$ cat config.mk
export PLATFORM = sky130hd
export DESIGN_NAME = fetch_unit
export DESIGN_NICKNAME = d
export VERILOG_FILES = /design/src/rtl/fetch_unit.sv
export SDC_FILE = /design/constraint.sdc
export NUM_CORES = 1
export LEC_CHECK = 0
export CAP_MARGIN = 20
export CORE_MARGIN = 5
export CORE_UTILIZATION = 40
export DETAILED_ROUTE_END_ITERATION = 6
export DONT_BUFFER_PORTS = 1
export GPL_TIMING_DRIVEN = 0
export SLEW_MARGIN = 0
export SYNTH_ARGS = -nofsm -noshare
export SYNTH_HDL_FRONTEND = slang
export SYNTH_SLANG_ARGS = --single-unit
$ cat constraint.sdc
create_clock -name clk -period 10 [get_ports clk]
set_input_delay 3 -clock clk [delete_from_list [all_inputs] [get_ports clk]]
set_output_delay 3 -clock clk [all_outputs]
set_load 0.005 [all_outputs]
$ cat src/rtl/fetch_unit.sv
// IF stage: owns the PC, drives instruction-memory address, and fills the IF/ID register.
// Stops fetching on the self-loop halt opcode or on a misaligned redirect target.
module fetch_unit #(
    parameter logic [31:0] RESET_PC  = 32'h0000_0000,
    parameter logic [31:0] HALT_INST = 32'h0000_0063
) (
    input  logic        clk,
    input  logic        rst,
    input  logic        stall_i,
    input  logic        redirect_i,
    input  logic [31:0] redirect_pc_i,
    output logic [31:0] imem_addr_o,
    input  logic [31:0] imem_inst_i,
    output logic        id_valid_o,
    output logic [31:0] id_pc_o,
    output logic [31:0] id_pc4_o,
    output logic [31:0] id_inst_o,
    output logic        halted_o,
    output logic        misalign_o,
    output logic [31:0] fetch_count_o,
    output logic        dbg_state
);

    typedef enum logic {
        RUN  = 1'b0,
        HALT = 1'b1
    } state_t;

    state_t      state;
    logic [31:0] pc;

    // Flow control: an instruction moves from imem into IF/ID only on an edge
    // where stall_i=0 (the consumer is ready); stall_i=1 holds PC and IF/ID.
    // A redirect overrides a stall and always injects a bubble.
    always_ff @(posedge clk or posedge rst) begin
        if (rst) begin
            state         <= RUN;
            pc            <= RESET_PC;
            id_valid_o    <= 1'b0;
            id_pc_o       <= 32'h0;
            id_inst_o     <= 32'h0;
            halted_o      <= 1'b0;
            misalign_o    <= 1'b0;
            fetch_count_o <= 32'h0;
        end else begin
            case (state)
                RUN: begin
                    if (redirect_i) begin
                        id_valid_o <= 1'b0;
                        if (redirect_pc_i[1:0] == 2'b00) begin
                            pc <= redirect_pc_i;
                        end else begin
                            misalign_o <= 1'b1;
                            state      <= HALT;
                        end
                    end else if (!stall_i) begin
                        id_pc_o       <= pc;
                        id_inst_o     <= imem_inst_i;
                        id_valid_o    <= 1'b1;
                        fetch_count_o <= fetch_count_o + 32'd1;
                        if (imem_inst_i == HALT_INST) begin
                            state    <= HALT;
                            halted_o <= 1'b1;
                        end else begin
                            pc <= pc + 32'd4;
                        end
                    end
                end
                HALT: begin
                    // A stalled consumer still has to see the halt instruction.
                    if (!stall_i) begin
                        id_valid_o <= 1'b0;
                    end
                end
                default: state <= RUN;
            endcase
        end
    end

    assign imem_addr_o = pc;
    assign id_pc4_o    = id_pc_o + 32'd4;
    assign dbg_state   = state;

endmodule
==> impl_metrics.env <==
export IMPL_status="finished clean"
export IMPL_peakVddDrop_mv=0.120
export IMPL_total_power_mw=1.38
export IMPL_io_buffers=0
export IMPL_yosysSeqAreaShare=0.497
export IMPL_cts_tree="yes"
export IMPL_synth_top_family_by_area="simple AND/OR/NAND/NOR gates"
export IMPL_synth_fa_ha_area_frac=0.00564
export IMPL_fmax_mhz=180
export IMPL_diodes=0
export IMPL_hold_buffers=0
export IMPL_worst_slew_pin_slew_ps=914
export IMPL_syn_nets=690
export IMPL_drt_first_pass_iters=5
export IMPL_grt_max_degree=84
export IMPL_synth_distinct_cells=61
export IMPL_clock_tree_root_cell="clkbuf_16"
export IMPL_cts_resized=0
export IMPL_synth_compound_area_share=0.0961
export IMPL_synth_area_per_cell_um2=10.7
export IMPL_ys_seq_elements=132
export IMPL_maxCapViolCount=0
export IMPL_cts_buffers=17
export IMPL_cpMaxStageDelayCell="nor3_2"
export IMPL_crit_chain="nand4_1 -> or3_1 -> nor3_2 -> nand3_1 -> xnor2_1"
export IMPL_synthSimpleGateAreaFrac=0.193
export IMPL_start_util=0.404
export IMPL_drc_errors=0
export IMPL_synthXorXnorAreaFrac=0.0777
export IMPL_grt_pass1_wl_mm=32.1
export IMPL_final_nets=710
export IMPL_synth_edf_count=0
export IMPL_setup_violations_final=0
export IMPL_dpl_hpwl_mm=15.4
export IMPL_power_share_clock=0.473
export IMPL_clkSinkCount=132
export IMPL_clockBufferDepth=2
export IMPL_worstSetupPathType="reg -> out"
export IMPL_reg2reg_depth=4
export IMPL_insertion_delay_ps=410
export IMPL_grt_pass1_vias=5382
export IMPL_post_route_period_util=0.557
export IMPL_post_drt_wl_per_cell_um=23.4
export IMPL_endpoint_kind="primary output"
export IMPL_power_leakage_nw=3.28
export IMPL_p_seq_frac=0.463
export IMPL_hold_end="fetch_count_o[31]"
export IMPL_h_tree_depth=4
export IMPL_hold_viol=0
export IMPL_hold_depth=1
export IMPL_die_h_um=139
export IMPL_synthMuxAreaShare=0.106
export IMPL_drive_above_1_share=0.168
export IMPL_p_switching_mw=0.337
export IMPL_rsz0062_at_grt="false"
export IMPL_rows=47
export IMPL_overflow=0
export IMPL_finalSetupTns_ps=0
export IMPL_reg2reg_slack_ps=7420
export IMPL_ant_nets=0
export IMPL_yosysWarnings=0
export IMPL_antenna_found_initial=1
export IMPL_worstPathMaxFanout=8
export IMPL_pwr_share_comb=0.065
export IMPL_critPathArrivalTime_ps=2570
export IMPL_wl_mm=20.4
export IMPL_gp_congestion=0.906
export IMPL_vias=5261
export IMPL_power_density_nw_per_um2=183
export IMPL_netlist_instances=619
export IMPL_post_cts_setup_buffers=0
export IMPL_p_sw_frac=0.243
export IMPL_die_width_um=139
export IMPL_via_per_inst=6.05
export IMPL_ys_flop_type="dfrtp_1"
export IMPL_r2r_start="dbg_state"
export IMPL_relSlewSlack=0.386
export IMPL_hp_class="reg -> reg"
export IMPL_die_area_um2=19300
export IMPL_area_growth_pct=13.9
export IMPL_min_period_ps=5570
export IMPL_clock_skew_final_ps=8.67
export IMPL_syn_area_um2=6650
export IMPL_crit_path_max_incr_delay_ps=570
export IMPL_worstPathRequired_ps=7000
export IMPL_hp_start="fetch_count_o[31]"
export IMPL_fp_coreArea_um2=16500
export IMPL_cp_start_kind="register"
export IMPL_pin_count=232
export IMPL_slew_violations=0
export IMPL_track_usage=0.209
export IMPL_clk_pin_slew_ps=60
export IMPL_r2r_end="id_pc_o[24]"
export IMPL_drtIter0Drc=418
export IMPL_p_int_mw=1.05
export IMPL_synthArstFlopShare=1.00
-- registers in the layout (all words and copies together) (netlist names) --
| signal | count |
|---|---|
| dbg_state | 1 |
| fetch_count_o | 32 |
| halted_o | 1 |
| id_inst_o | 32 |
| id_pc_o | 32 |
| id_valid_o | 1 |
| imem_addr_o | 32 |
| misalign_o | 1 |
-- cell families (layout without fill, tap and decap cells) --
family,Yosys count,count (layout)
compound gates,92,92
xor+xnor,59,59
fa+ha+maj,3,3
buf+inv,36,67
flops,132,132
mux,63,63
simple gates,234,234
-- cell usage after synthesis, types with 3 or more instances --
master | n | share of area
o21ai_0 | 20 | 0.015
nor2_1 | 29 | 0.016
and2_1 | 5 | 0.0047
xor2_1 | 13 | 0.017
o31a_1 | 3 | 0.0040
nand3_1 | 42 | 0.032
a211oi_1 | 4 | 0.0045
inv_1 | 6 | 0.0034
o22ai_1 | 7 | 0.0066
nand4_1 | 29 | 0.027
buf_2 | 3 | 0.0023
clkbuf_1 | 21 | 0.012
dfrtp_1 | 132 | 0.50
mux2_2 | 62 | 0.10
nor3_1 | 12 | 0.0090
a21oi_1 | 13 | 0.0098
nand2_1 | 47 | 0.027
nand2b_1 | 4 | 0.0038
or3_1 | 4 | 0.0038
o2bb2ai_1 | 3 | 0.0040
a22oi_1 | 9 | 0.010
o31ai_1 | 3 | 0.0034
a22o_1 | 5 | 0.0066
xnor2_1 | 46 | 0.061
ha_1 | 3 | 0.0056
nor4_1 | 8 | 0.0075
and4_1 | 14 | 0.018
and3_1 | 25 | 0.024
-- worst max path at each step --
stage | start | end | cells after the start
floorplan | rst | dbg_state | 1
global placement | rst | id_pc_o[17] | 1
detailed placement | redirect_i | id_pc_o[24] | 4
CTS | id_pc_o[4] | id_pc4_o[31] | 5
global route | id_pc_o[4] | id_pc4_o[29] | 5
finish | id_pc_o[4] | id_pc4_o[31] | 5
-- worst max-delay path: cells and delay by family (launching register included) --
family           cells  cell delay (ps)
AND/OR/NAND/NOR      4             1430
flip-flops           1              480
XOR/XNOR             1              230
-- layout make-up --
class	count	area (µm²)
fillers	1568	8890
flip-flops and latches	132	3300
repair buffers	1	27.5
clock inverters	9	154
multi-input cells	451	3190
well taps	220	275
inverters	7	31.3
plain buffers	29	135
clock buffers	21	460
-- per-stage QoR --
step	util	instance area, µm²	instances	hold WS (ps)	worst slack (ps)
after floorplan	-	6650	619	451	3470
after global placement	0.421	6930	839	501	2020
after detailed placement	0.423	6960	840	504	4780
after CTS	0.460	7570	870	516	4390
after global routing	0.460	7570	870	530	4140
final	0.460	7570	870	515	4430
-- cells in the final DEF (no fill, tap or decap), drive strengths merged, types with 3 or more instances in the layout --
cell     count
o31a         3
mux2        62
o2bb2ai      3
a21oi       13
inv          7
and2         5
xnor2       46
clkinv       3
nor3        15
or3          4
buf          9
o22ai        7
a22o         5
ha           3
nand3       43
bufinv       4
clkbuf      42
and3        27
nor4         8
nand4       29
o31ai        3
nand2       47
nand2b       4
and4        14
a211oi       4
dfrtp      132
xor2        13
a22oi        9
nor2        30
o21ai       20
-- power groups by stage --
stage	Sequential, mW	Combinational (mW)	Clock (mW)
floorplan	0.625	0.0729	0
finish	0.640	0.0898	0.654
detailed placement	0.649	0.0913	0
global placement	0.647	0.0849	0
CTS	0.640	0.0914	0.667
global route	0.646	0.101	0.693
-- layer usage --
metal	vias to the layer above	track usage	share of wire
li1	2336	-	-
met1	2655	0.272	0.41
met2	244	0.325	0.47
met3	24	0.0848	0.10
met4	2	0.0587	0.015
met5	-	0	0.00054
No activity file was read; power rests on OpenSTA's default activity.
